File: config.mk
export PLATFORM = sky130hd
export DESIGN_NAME = vga_pattern_gen
export DESIGN_NICKNAME = d
export VERILOG_FILES = /design/src/rtl/vga_pkg.sv /design/src/rtl/btn_sync.sv /design/src/rtl/vga_pattern_gen.sv
export SDC_FILE = /design/constraint.sdc
export NUM_CORES = 1
export LEC_CHECK = 0
export CORE_ASPECT_RATIO = 2
export CORE_UTILIZATION = 58
export DETAILED_ROUTE_END_ITERATION = 16
export PLACE_DENSITY = 0.81
export REMOVE_ABC_BUFFERS = 1
export SLEW_MARGIN = 20
export SYNTH_ARGS = -nofsm -noshare
export SYNTH_HDL_FRONTEND = slang
export SYNTH_HIERARCHICAL = 1
export SYNTH_SLANG_ARGS = --single-unit
File: constraint.sdc
create_clock -name clk -period 3 [get_ports clk]
set_input_delay 0.6 -clock clk [delete_from_list [all_inputs] [get_ports clk]]
set_output_delay 0.6 -clock clk [all_outputs]
set_load 0.03 [all_outputs]
File: src/rtl/vga_pkg.sv
// Shared constants, colour table and moving-square axis helper for the VGA
// pattern source.
package vga_pkg;

  localparam int unsigned H_ACTIVE = 800;
  localparam int unsigned V_ACTIVE = 600;

  localparam logic [1:0] PAT_BARS  = 2'd0;
  localparam logic [1:0] PAT_CHECK = 2'd1;
  localparam logic [1:0] PAT_GRAD  = 2'd2;
  localparam logic [1:0] PAT_BOX   = 2'd3;

  localparam logic [11:0] COL_WHITE   = 12'hFFF;
  localparam logic [11:0] COL_YELLOW  = 12'hFF0;
  localparam logic [11:0] COL_CYAN    = 12'h0FF;
  localparam logic [11:0] COL_GREEN   = 12'h0F0;
  localparam logic [11:0] COL_MAGENTA = 12'hF0F;
  localparam logic [11:0] COL_RED     = 12'hF00;
  localparam logic [11:0] COL_BLUE    = 12'h00F;
  localparam logic [11:0] COL_BLACK   = 12'h000;

  // Element 0 is the leftmost bar.
  localparam logic [7:0][11:0] BAR_COL = {COL_BLACK, COL_BLUE, COL_RED, COL_MAGENTA,
                                          COL_GREEN, COL_CYAN, COL_YELLOW, COL_WHITE};

  typedef struct packed {
    logic [9:0] pos;
    logic       fwd;
  } axis_t;

  // One frame of square motion on one axis; a bounce flips direction and holds.
  function automatic axis_t axis_step(axis_t a, int unsigned step, int unsigned limit);
    axis_t       r;
    logic [10:0] nxt;
    r   = a;
    nxt = {1'b0, a.pos} + 11'(step);
    if (a.fwd) begin
      if (nxt > 11'(limit)) r.fwd = 1'b0;
      else                  r.pos = nxt[9:0];
    end else begin
      if ({1'b0, a.pos} < 11'(step)) r.fwd = 1'b1;
      else                           r.pos = a.pos - 10'(step);
    end
    return r;
  endfunction

endpackage

File: src/rtl/btn_sync.sv
// Two-flop synchroniser for a raw button, followed by a one-cycle rising-edge pulse.
module btn_sync (
  input  logic clk,
  input  logic rst_n,
  input  logic din,
  output logic pulse
);

  logic meta_q, meta_d;
  logic sync_q, sync_d;
  logic prev_q, prev_d;

  always_comb begin
    meta_d = din;
    sync_d = meta_q;
    prev_d = sync_q;
  end

  always_ff @(posedge clk or negedge rst_n) begin
    if (!rst_n) begin
      meta_q <= 1'b0;
      sync_q <= 1'b0;
      prev_q <= 1'b0;
    end else begin
      meta_q <= meta_d;
      sync_q <= sync_d;
      prev_q <= prev_d;
    end
  end

  assign pulse = sync_q & ~prev_q;

endmodule

File: src/rtl/vga_pattern_gen.sv
// Test-pattern pixel source: two-stage pipeline from timing-generator x/y/syncs
// to RGB/DE/HS/VS, with button-selected patterns switching on frame boundaries.
module vga_pattern_gen #(
  parameter int unsigned H_ACTIVE         = vga_pkg::H_ACTIVE,
  parameter int unsigned V_ACTIVE         = vga_pkg::V_ACTIVE,
  parameter int unsigned BOX              = 64,
  parameter int unsigned STEP             = 2,
  parameter bit          SYNC_ACTIVE_HIGH = 1'b1
) (
  input  logic       clk,
  input  logic       reset_n,
  input  logic [9:0] x,
  input  logic [9:0] y,
  input  logic       in_frame,
  input  logic       hsync,
  input  logic       vsync,
  input  logic       pattern_next,
  output logic [3:0] red,
  output logic [3:0] green,
  output logic [3:0] blue,
  output logic       de,
  output logic       hs,
  output logic       vs,
  output logic [1:0] pattern
);
  import vga_pkg::*;

  localparam int unsigned BAR_W     = H_ACTIVE / 8;
  localparam logic        SYNC_IDLE = ~SYNC_ACTIVE_HIGH;

  logic [9:0]  x1_q, x1_d, y1_q, y1_d;
  logic        de1_q, de1_d, hs1_q, hs1_d, vs1_q, vs1_d;
  logic [11:0] rgb_q, rgb_d;
  logic        de2_q, de2_d, hs2_q, hs2_d, vs2_q, vs2_d;
  logic [1:0]  pattern_q, pattern_d;
  logic        pending_q, pending_d;
  logic [7:0]  frame_cnt_q, frame_cnt_d;
  axis_t       bx_q, bx_d, by_q, by_d;
  logic        btn_pulse, frame_evt;
  logic [2:0]  bar_idx;
  logic        chk, hit;

  btn_sync u_btn (
    .clk   (clk),
    .rst_n (reset_n),
    .din   (pattern_next),
    .pulse (btn_pulse)
  );

  // vs1_q doubles as the previous-cycle copy of raw vsync for edge detection.
  assign frame_evt = (vsync == SYNC_ACTIVE_HIGH) && (vs1_q != SYNC_ACTIVE_HIGH);

  always_comb begin
    pattern_d   = pattern_q;
    pending_d   = pending_q | btn_pulse;
    frame_cnt_d = frame_cnt_q;
    bx_d        = bx_q;
    by_d        = by_q;
    if (frame_evt) begin
      frame_cnt_d = frame_cnt_q + 8'd1;
      bx_d        = axis_step(bx_q, STEP, H_ACTIVE - BOX);
      by_d        = axis_step(by_q, STEP, V_ACTIVE - BOX);
      if (pending_q) begin
        pattern_d = pattern_q + 2'd1;
        pending_d = btn_pulse;
      end
    end
  end

  always_comb begin
    x1_d  = x;
    y1_d  = y;
    de1_d = in_frame;
    hs1_d = hsync;
    vs1_d = vsync;
    de2_d = de1_q;
    hs2_d = hs1_q;
    vs2_d = vs1_q;
  end

  always_comb begin
    bar_idx = 3'd0;
    for (int i = 1; i < 8; i++)
      if (32'(x1_q) >= 32'(i) * BAR_W) bar_idx = 3'(i);
    chk = x1_q[5] ^ y1_q[5];
    hit = ({1'b0, x1_q} >= {1'b0, bx_q.pos}) && ({1'b0, x1_q} < {1'b0, bx_q.pos} + 11'(BOX)) &&
          ({1'b0, y1_q} >= {1'b0, by_q.pos}) && ({1'b0, y1_q} < {1'b0, by_q.pos} + 11'(BOX));
  end

  always_comb begin
    rgb_d = COL_BLACK;
    if (de1_q) begin
      case (pattern_q)
        PAT_BARS:  rgb_d = BAR_COL[bar_idx];
        PAT_CHECK: rgb_d = chk ? COL_WHITE : COL_BLACK;
        PAT_GRAD:  rgb_d = {x1_q[7:4], y1_q[7:4], frame_cnt_q[7:4]};
        default:   rgb_d = hit ? COL_WHITE : COL_BLUE;
      endcase
    end
  end

  always_ff @(posedge clk or negedge reset_n) begin
    if (!reset_n) begin
      x1_q        <= '0;
      y1_q        <= '0;
      de1_q       <= 1'b0;
      hs1_q       <= SYNC_IDLE;
      vs1_q       <= SYNC_IDLE;
      rgb_q       <= '0;
      de2_q       <= 1'b0;
      hs2_q       <= SYNC_IDLE;
      vs2_q       <= SYNC_IDLE;
      pattern_q   <= PAT_BARS;
      pending_q   <= 1'b0;
      frame_cnt_q <= '0;
      bx_q        <= '{pos: 10'd0, fwd: 1'b1};
      by_q        <= '{pos: 10'd0, fwd: 1'b1};
    end else begin
      x1_q        <= x1_d;
      y1_q        <= y1_d;
      de1_q       <= de1_d;
      hs1_q       <= hs1_d;
      vs1_q       <= vs1_d;
      rgb_q       <= rgb_d;
      de2_q       <= de2_d;
      hs2_q       <= hs2_d;
      vs2_q       <= vs2_d;
      pattern_q   <= pattern_d;
      pending_q   <= pending_d;
      frame_cnt_q <= frame_cnt_d;
      bx_q        <= bx_d;
      by_q        <= by_d;
    end
  end

  assign red     = rgb_q[11:8];
  assign green   = rgb_q[7:4];
  assign blue    = rgb_q[3:0];
  assign de      = de2_q;
  assign hs      = hs2_q;
  assign vs      = vs2_q;
  assign pattern = pattern_q;

endmodule

## Word-level counts from Yosys, hierarchy flattened

Memories as Yosys holds them, arrays and structs flattened.
Index checks and enable logic that the tools add are counted.

| storage, ports and cells | value |
|---|---|
| bits in registers | 74 |
| bits in read-only memories | 96 |
| bits of input ports | 26 |
| output and inout bits | 17 |
| word-level logic and storage cells | 87 |
| memories | 1 |

| cells by class | value |
|---|---|
| add/sub/neg operators | 8 |
| $lt $le $gt $ge | 16 |
| equal/unequal tests | 6 |
| muxes and demuxes | 24 |
| bitwise operators | 5 |
| reductions and logical operators | 8 |

Memory list:

| memory | words | width | rd ports | clocked after memory_dff | wr ports | line | source |
|---|---|---|---|---|---|---|---|
| (no name shown) | 8 | 12 | 1 | 0 | 0 | vga_pattern_gen.sv:94 | `PAT_BARS: rgb_d = BAR_COL[bar_idx];` |

Operator list:

| kind | count |
|---|---|
| $mux W12 | 4 |
| $mux W10 | 4 |
| $pmux W12 S3 | 1 |
| $ge A10 B9 Y1 const B | 3 |
| $add A10 B2 Y11 const B | 2 |
| $add A10 B7 Y11 const B | 2 |
| $gt A11 B10 Y1 const B | 2 |
| $lt A10 B11 Y1 | 2 |
| $mux W11 | 2 |
| $ge A10 B10 Y1 | 2 |
| $ge A10 B10 Y1 const B | 2 |
| $lt A10 B2 Y1 const B | 2 |
| $sub A10 B2 Y10 const B | 2 |
| $mux W3 | 6 |
| $ge A10 B7 Y1 const B | 1 |
| $ge A10 B8 Y1 const B | 1 |
| $add A8 B1 Y8 const B | 1 |
| $ne A2 B2 Y1 const B | 4 |
| $mux W1 | 7 |
| $reduce_and A3 Y1 | 2 |
| $logic_and A1 B1 Y1 | 4 |
| $lt A3 B4 Y1 const B | 1 |
| $add A2 B1 Y2 const B | 1 |
| $eq A2 B1 Y1 const B | 1 |
| 7 further kinds | 8 |

## Logic depth before layout (Yosys ltp)

Gate-level depths: netlist of the first run.

| depth | value |
|---|---|
| word-level depth | 12 |
| gate-level depth with buffers | 10 |
| mapped depth without buffers | 10 |

## By module

The synthesis of the first run kept the hierarchy.

By module, submodules not included:

| module | instances | cells an instance | area each (µm²) | seq. area each (µm²) |
|---|---|---|---|---|
| vga_pattern_gen | 1 | 468 | 4375.4 | 1729.2 |
| btn_sync | 1 | 4 | 88.8 | 75.1 |

## Worst setup path before layout of the first run

OpenSTA, ideal clock, no wires.

| timing | value |
|---|---|
| path kind | flip-flop to flip-flop |
| start point | register by_q[7] (netlist bit) |
| end point | register rgb_q[11] |
| library setup time | 0.101 ns |
| arrival time | 2.325 ns |
| data required time | 2.899 ns |
| setup slack | 0.573 ns |
| cell stages (with the launch flop) | 9 |
| path buffers | 0 |
| clock period less this slack | 2.427 ns |
| path through | dfrtp_1 > ha_1 > xnor2_1 > ha_1 > a2111oi_0 > a221oi_1 > o21ai_0 > o2111ai_1 > nor4_1 |

| on the way | value |
|---|---|
| word-level cells in the longest chain between the ends | 6 |
| elaborated cells between the ends (all ways) | 8 |
| those cells by class | 1 x add/sub; 2 x order compare; 3 x mux; 2 x reduce/logical |

Ends and longest elaborated chain:

| item | line | source |
|---|---|---|
| from (decl) | vga_pattern_gen.sv:38 | `axis_t bx_q, bx_d, by_q, by_d;` |
| from (signal assigned) | vga_pattern_gen.sv:117 | `by_q <= '{pos: 10'd0, fwd: 1'b1};` |
| from (signal assigned) | vga_pattern_gen.sv:132 | `by_q <= by_d;` |
| $add A10 B7 Y11 / $ge A10 B10 Y1 (equally long branches) | vga_pattern_gen.sv:87 | `({1'b0, y1_q} >= {1'b0, by_q.pos}) && ({1'b0, y1_q} < {1'b0, by_q.pos} + 11'(BOX));` |
| $lt A10 B11 Y1 / $logic_and A1 B1 Y1 (equally long branches) | vga_pattern_gen.sv:87, vga_pattern_gen.sv:86 |  |
| $logic_and A1 B1 Y1 (*) | vga_pattern_gen.sv:87 |  |
| $mux W12 (*) | vga_pattern_gen.sv:97 | `default: rgb_d = hit ? COL_WHITE : COL_BLUE;` |
| $pmux W12 S3 (*) | vga_pattern_gen.sv:93 | `case (pattern_q)` |
| $mux W12 (*) | vga_pattern_gen.sv:92 | `if (de1_q) begin` |
| net rgb_d[11] | vga_pattern_gen.sv:33 | `logic [11:0] rgb_q, rgb_d;` |
| to (signal assigned) | vga_pattern_gen.sv:124 | `rgb_q <= rgb_d;` |
| to (decl) | vga_pattern_gen.sv:33 |  |

The timed path passes the listed nets; every way through them passes the cells marked *.
A chain may end at the register's enable or synchronous reset.

## Worst setup path after layout of the first run

| timing | value |
|---|---|
| start point | register by_q[8] (netlist bit) |
| end point | register rgb_q[4] |

Same word-level chain as after synthesis.

==> flow_metrics.env, run 1 <==
export IMPL_outcome="finished clean"
export IMPL_tns_ns=0
export IMPL_synth_seq_cells=72
export IMPL_first_pass_iters=5
export IMPL_worst_pin_slew_ns=0.888
export IMPL_globalRouteTotalUtil_pct=29.6
export IMPL_initial_core_util_pct=60.5
export IMPL_ir_worst_vdd_mv=0.635
export IMPL_die_area_mm2=0.00807
export IMPL_totalPowerFinal_mw=4.84
export IMPL_layout_commonest_cell="dfrtp_1"
export IMPL_wl_um=10900
export IMPL_synth_area_per_cell_um2=9.46
export IMPL_reg2reg_from="by_q[8]$_DFFE_PN0P_"
export IMPL_hold_class="flip-flop to flip-flop"
export IMPL_synth_top_cell_area_share_pct=39.2
export IMPL_cp_start_kind="flip-flop"
export IMPL_drv_cap=0
export IMPL_min_period_over_period_pct=87.2
export IMPL_drive_gt1_share_pct=7.07
export IMPL_cts_buffers=9
export IMPL_synthDistinctLibCells=64
export IMPL_drt_iter0_markers=381
export IMPL_post_route_min_period_ns=2.62
export IMPL_critPathRequiredTime_ns=3.24
export IMPL_finalInstanceArea_mm2=0.00525
export IMPL_crit_start="by_q[8]$_DFFE_PN0P_"
export IMPL_hpwl_um=7970
export IMPL_antenna_found_initial=0
export IMPL_yosys_warnings=6
export IMPL_crit_path_max_fanout=8
export IMPL_mostFrequentLayoutCells="70 x dfrtp_1, 41 x ha_1, 41 x clkdlybuf4s50_1"
export IMPL_async_reset_ff_share_pct=100
export IMPL_synth_ff_type="dfrtp_1"
export IMPL_num_rows=44
export IMPL_post_dp_cell_area_mm2=0.00492
export IMPL_gp_congestion=0.912
export IMPL_ant_nets=0
export IMPL_ys_seq_area_share_pct=40.4
export IMPL_coreArea_mm2=0.00738
export IMPL_port_buffers=42
export IMPL_grt_pass1_wl_um=18000
export IMPL_finalHoldViolations=0
export IMPL_timing_hold_ws_ns=0.349
export IMPL_p_leak_nw=2.26
export IMPL_cellPowerDensity_mw_per_mm2=921
export IMPL_setup_violations=0
export IMPL_hp_start="hs1_q$_DFF_PN0_"
export IMPL_vias_per_cell=6.30
export IMPL_clock_sinks=72
export IMPL_dr_wl_met3_um=340
export IMPL_fin_skew_ns=0.00784
export IMPL_critPathKind="flip-flop to flip-flop"
export IMPL_io_pins=43
export IMPL_grt_max_degree=73
export IMPL_cp_arrival_ns=2.85
export IMPL_area_growth_pct=17.7
export IMPL_routedWlPerCell_um=18.2
export IMPL_synthCells=472
export IMPL_slew_violations=0
export IMPL_cts_tree="built"
export IMPL_fmax_mhz=382
export IMPL_drc=0
export IMPL_grt_overflow=0
export IMPL_met1_length_um=3910
export IMPL_root_buffer="clkbuf_16"
export IMPL_synth_area_mm2=0.00446
export IMPL_cts_max_path_buffers=2
export IMPL_clk_pin_slew_ns=0.06
export IMPL_antenna_cells=0
export IMPL_fp_dieW_um=64.0
export IMPL_synth_enable_flop_cells=0
export IMPL_slew_headroom_pct=40.8
export IMPL_synth_top_cell_by_area="dfrtp_1"
export IMPL_wl_met2_um=6130
export IMPL_top_layer="met4"
export IMPL_synth_area_leaders="dfrtp_1 39%, ha_1 11%, xnor2_1 3.9%, a21oi_1 3.5%, o21ai_0 2.5%"
export IMPL_vias=3786
export IMPL_fillers=576
export IMPL_die_height_um=126
export IMPL_htree_levels=3
export IMPL_clk_latency_ns=0.34
export IMPL_nNetsFinal=571
export IMPL_endpoint_kind="flip-flop"
export IMPL_grt_pass1_vias=3774
flip-flops by register name, indices dropped and copies added (netlist names), 2 cells and up:
| signal | cells |
|---|---|
| x1_q | 10 |
| rgb_q | 12 |
| bx_q | 10 |
| pattern | 2 |
| by_q | 10 |
| y1_q | 10 |
| frame_cnt_q | 8 |
synthesized netlist by cell type (all sizes together), types with 15 or more instances:
cell and count:
dfrtp 70, ha 41, a21oi 31, inv 30
nand2 29, o21ai 22, xnor2 20, nor2 19
nand3 18, nor3 18, clkbuf 15
final timing paths:
path | end | slack, ns | cells past startpoint
setup / recovery | rgb_q[4]$_DFF_PN0_ | 0.38 | 8
hold / removal | hs$_DFF_PN0_ | 0.35 | 0
setup reg to reg | rgb_q[4]$_DFF_PN0_ | 0.38 | 8
hold reg to reg | hs$_DFF_PN0_ | 0.35 | 0
max in group asynchronous | x1_q[3]$_DFF_PN0_ | 2.04 | 1
min in group asynchronous | bx_q[6]$_DFFE_PN0P_ | 0.39 | 1
layout make-up:
cell class                      instances  area, um^2  share of cell area [%]
Clock inverter                          7         104                    1.98
Tap cell                               92         115                    2.19
Sequential cell                        72        1800                    34.3
Clock buffer                            9         225                    4.29
Inverter                               31         116                    2.21
Multi-Input combinational cell        344        2440                    46.5
Timing Repair Buffer                   46         448                    8.53
per-layer routing:
metal,vias up,global-route usage (%)
met1,1841,29.4
met3,38,5.34
li1,1801,-
met4,0,17.4
met5,-,0
met2,106,55.1
critical path: stages (launching register included):
cell and delay, ns:
dfrtp_1 0.45, ha_1 0.25, xnor2_1 0.19, ha_1 0.27
a2111oi_1 0.46, nand2b_1 0.09, o21ai_0 0.20, o2111ai_2 0.26
nor4_1 0.35
report_power, final:
group	internal, mW	leakage [nW]	total, mW	switching [mW]
Sequential	1.22	0.863	1.59	0.370
Clock	0.738	0.154	1.18	0.440
Combinational	0.855	1.25	2.07	1.22
timing repair:
item / in CTS / in global routing
hold buffers: 0 / 0
buffers inserted: 0 / 0
resized for setup: 0 / 2
endpoints found under the setup margin: 0 / 8
kinds of logic (layout without fill, tap and decap cells):
group	after synthesis	in the layout	synth area share, %
mux	4	4	0.925
compound gates	132	132	20.4
flops	72	72	40.4
simple gates	143	143	17.0
buf+inv	56	93	5.07
fa+ha+maj	41	41	11.5
xor+xnor	24	24	4.71
per-stage QoR:
stage / util (%) / setup slack [ns] / cells
6_report: 71.2 / 0.385 / 601
3_5_place_dp: 66.7 / 0.251 / 585
4_1_cts: 71.1 / 0.216 / 601
5_1_grt: 71.2 / -0.00258 / 601
2_1_floorplan: - / 0.568 / 447
3_3_place_gp: 66.7 / 0.344 / 585
Power figures use the tool's default switching activity.
==> run 2: changes to the inputs <==
Settings changed: CORE_UTILIZATION 58 to 45, HOLD_SLACK_MARGIN set to 0.15, PLACE_DENSITY 0.81 to 0.65.
==> run 2 against run 1 <==
Effect of this change:
- setup slack worse by 0.0054 ns
- via count increased by 1.0%
- sequential power about the same
- cell count grew 7.2%
- critical path depth is the same
- critical endpoint is now rgb_q[6]$_DFF_PN0_
- hold slack gained 0.0027 ns
- design area increased by 0.64%
- utilization shrank 17 points
- non-clock buffer count increased by 3
- register-to-register slack hardly changed
- die area is 28% higher
==> flow_metrics.env, run 2 (same netlist as run 1, synthesis figures left out) <==
export IMPL_grt_pass1_vias=3761
export IMPL_hpwl_um=8680
export IMPL_root_buffer="clkbuf_16"
export IMPL_ant_nets=0
export IMPL_num_rows=51
export IMPL_reg2reg_from="by_q[7]$_DFFE_PN0P_"
export IMPL_fillers=919
export IMPL_die_area_mm2=0.0103
export IMPL_port_buffers=42
export IMPL_drt_iter0_markers=250
export IMPL_slew_headroom_pct=38.4
export IMPL_io_pins=43
export IMPL_finalHoldViolations=0
export IMPL_r2r_slack_ns=0.38
export IMPL_clock_sinks=72
export IMPL_whs_path_depth=0
export IMPL_fmax_mhz=382
export IMPL_grt_overflow=0
export IMPL_mostFrequentLayoutCells="70 x dfrtp_1, 41 x ha_1, 41 x clkdlybuf4s50_1"
export IMPL_ir_worst_vdd_mv=0.526
export IMPL_drv_cap=0
export IMPL_tns_ns=0
export IMPL_grt_pass1_wl_um=18400
export IMPL_area_growth_pct=18.4
export IMPL_drc=0
export IMPL_min_period_over_period_pct=87.4
export IMPL_setup_violations=0
export IMPL_slew_violations=0
export IMPL_endpoint_kind="flip-flop"
export IMPL_reg2reg_depth=8
export IMPL_fp_dieW_um=72.4
export IMPL_nNetsFinal=574
export IMPL_initial_core_util_pct=46.0
export IMPL_worst_pin_slew_ns=0.924
export IMPL_die_height_um=143
export IMPL_clk_latency_ns=0.35
export IMPL_globalRouteTotalUtil_pct=23.7
export IMPL_cp_start_kind="flip-flop"
export IMPL_htree_levels=3
export IMPL_cp_arrival_ns=2.85
export IMPL_critPathKind="flip-flop to flip-flop"
export IMPL_crit_path_max_fanout=8
export IMPL_critPathRequiredTime_ns=3.23
export IMPL_p_leak_nw=2.27
export IMPL_routedWlPerCell_um=17.8
export IMPL_antenna_found_initial=0
export IMPL_clk_pin_slew_ns=0.06
export IMPL_rsz0062_at_grt="false"
export IMPL_cts_buffers=9
export IMPL_wl_um=11500
export IMPL_cellPowerDensity_mw_per_mm2=898
export IMPL_largest_reg_flops=12
export IMPL_vias_per_cell=5.94
export IMPL_layout_commonest_cell="dfrtp_1"
export IMPL_post_route_min_period_ns=2.62
export IMPL_cts_tree="built"
export IMPL_vias=3824
export IMPL_cts_max_path_buffers=2
export IMPL_timing_hold_ws_ns=0.352
export IMPL_grt_max_degree=73
export IMPL_outcome="finished clean"
export IMPL_first_pass_iters=4
export IMPL_hold_end="u_btn/prev_d$_DFF_PN0_"
export IMPL_hp_start="u_btn/meta_q$_DFF_PN0_"
export IMPL_drive_gt1_share_pct=7.62
export IMPL_coreArea_mm2=0.00970
export IMPL_r2r_end="rgb_q[6]$_DFF_PN0_"
export IMPL_largest_register="rgb_q"
export IMPL_gp_congestion=0.883
export IMPL_antenna_cells=0
export IMPL_fin_skew_ns=0.00938
export IMPL_hold_class="flip-flop to flip-flop"
==> run 2: changes by cell type in the layout (fill, tap and decap cells not counted), sizes merged <==
cell,change
inv,+4
clkinvlp,-2
buf,+3
bufinv,-2
==> run 2: timing repair <==
action / in CTS / in global routing
endpoints found under the setup margin: 0 / 8
hold buffers: 0 / 0
setup buffers: 0 / 0
gates resized for setup: 0 / 2
==> run 2: metrics by stage <==
step | instance area, um^2 | util, % | setup slack, ns | power (mW) | instances
3_3_place_gp | 4990 | 51.4 | 0.350 | 3.60 | 628
4_1_cts | 5280 | 54.5 | 0.144 | 4.75 | 644
6_report | 5290 | 54.5 | 0.379 | 4.75 | 644
2_1_floorplan | 4350 | - | 0.568 | 2.91 | 447
5_1_grt | 5290 | 54.5 | 0.103 | 5.07 | 644
3_5_place_dp | 4990 | 51.4 | 0.160 | 3.66 | 628
==> run 2: worst max path at each step <==
stage               cells past startpoint           startpoint  slack (ns)                  end
floorplan                               8  by_q[7]$_DFFE_PN0P_        0.57  rgb_q[11]$_DFF_PN0_
global placement                        8  by_q[7]$_DFFE_PN0P_        0.35   rgb_q[4]$_DFF_PN0_
detailed placement                      8  by_q[7]$_DFFE_PN0P_        0.16   rgb_q[6]$_DFF_PN0_
CTS                                     8  by_q[7]$_DFFE_PN0P_        0.14   rgb_q[6]$_DFF_PN0_
global route                            8  by_q[7]$_DFFE_PN0P_        0.10  rgb_q[11]$_DFF_PN0_
finish                                  8  by_q[7]$_DFFE_PN0P_        0.38   rgb_q[6]$_DFF_PN0_
==> run 2: metal layers <==
layer | track usage (%) | part of all wire, % | vias up
li1 | - | - | 1808
met1 | 23.5 | 35 | 1864
met2 | 44.4 | 57 | 116
met3 | 3.32 | 3.1 | 36
met4 | 15.0 | 4.4 | 0
met5 | 0 | 0 | -
==> run 2: worst max-delay path, stage by stage, from the launching register on <==
cell and delay, ns:
dfrtp_1 0.44, ha_1 0.26, xnor2_1 0.18, ha_1 0.29, a2111oi_2 0.38, a221oi_1 0.15
o21ai_0 0.10, o2111ai_1 0.33, nor4_1 0.38
==> run 2: power by group <==
part | internal, mW | switching (mW)
Clock | 0.585 | 0.481
Combinational | 0.873 | 1.23
Sequential | 1.22 | 0.355
Total | 2.68 | 2.07
==> run 2: layout make-up <==
cell class              instances  area, um^2  share of cell area [%]
multi-input cells             344        2440                    46.1
flip-flops and latches         72        1800                    34.1
repair buffers                 49         470                    8.90
clock buffers                   9         225                    4.26
well taps                     132         165                    3.12
inverters                      31         116                    2.20
clock inverters                 7        66.3                    1.25
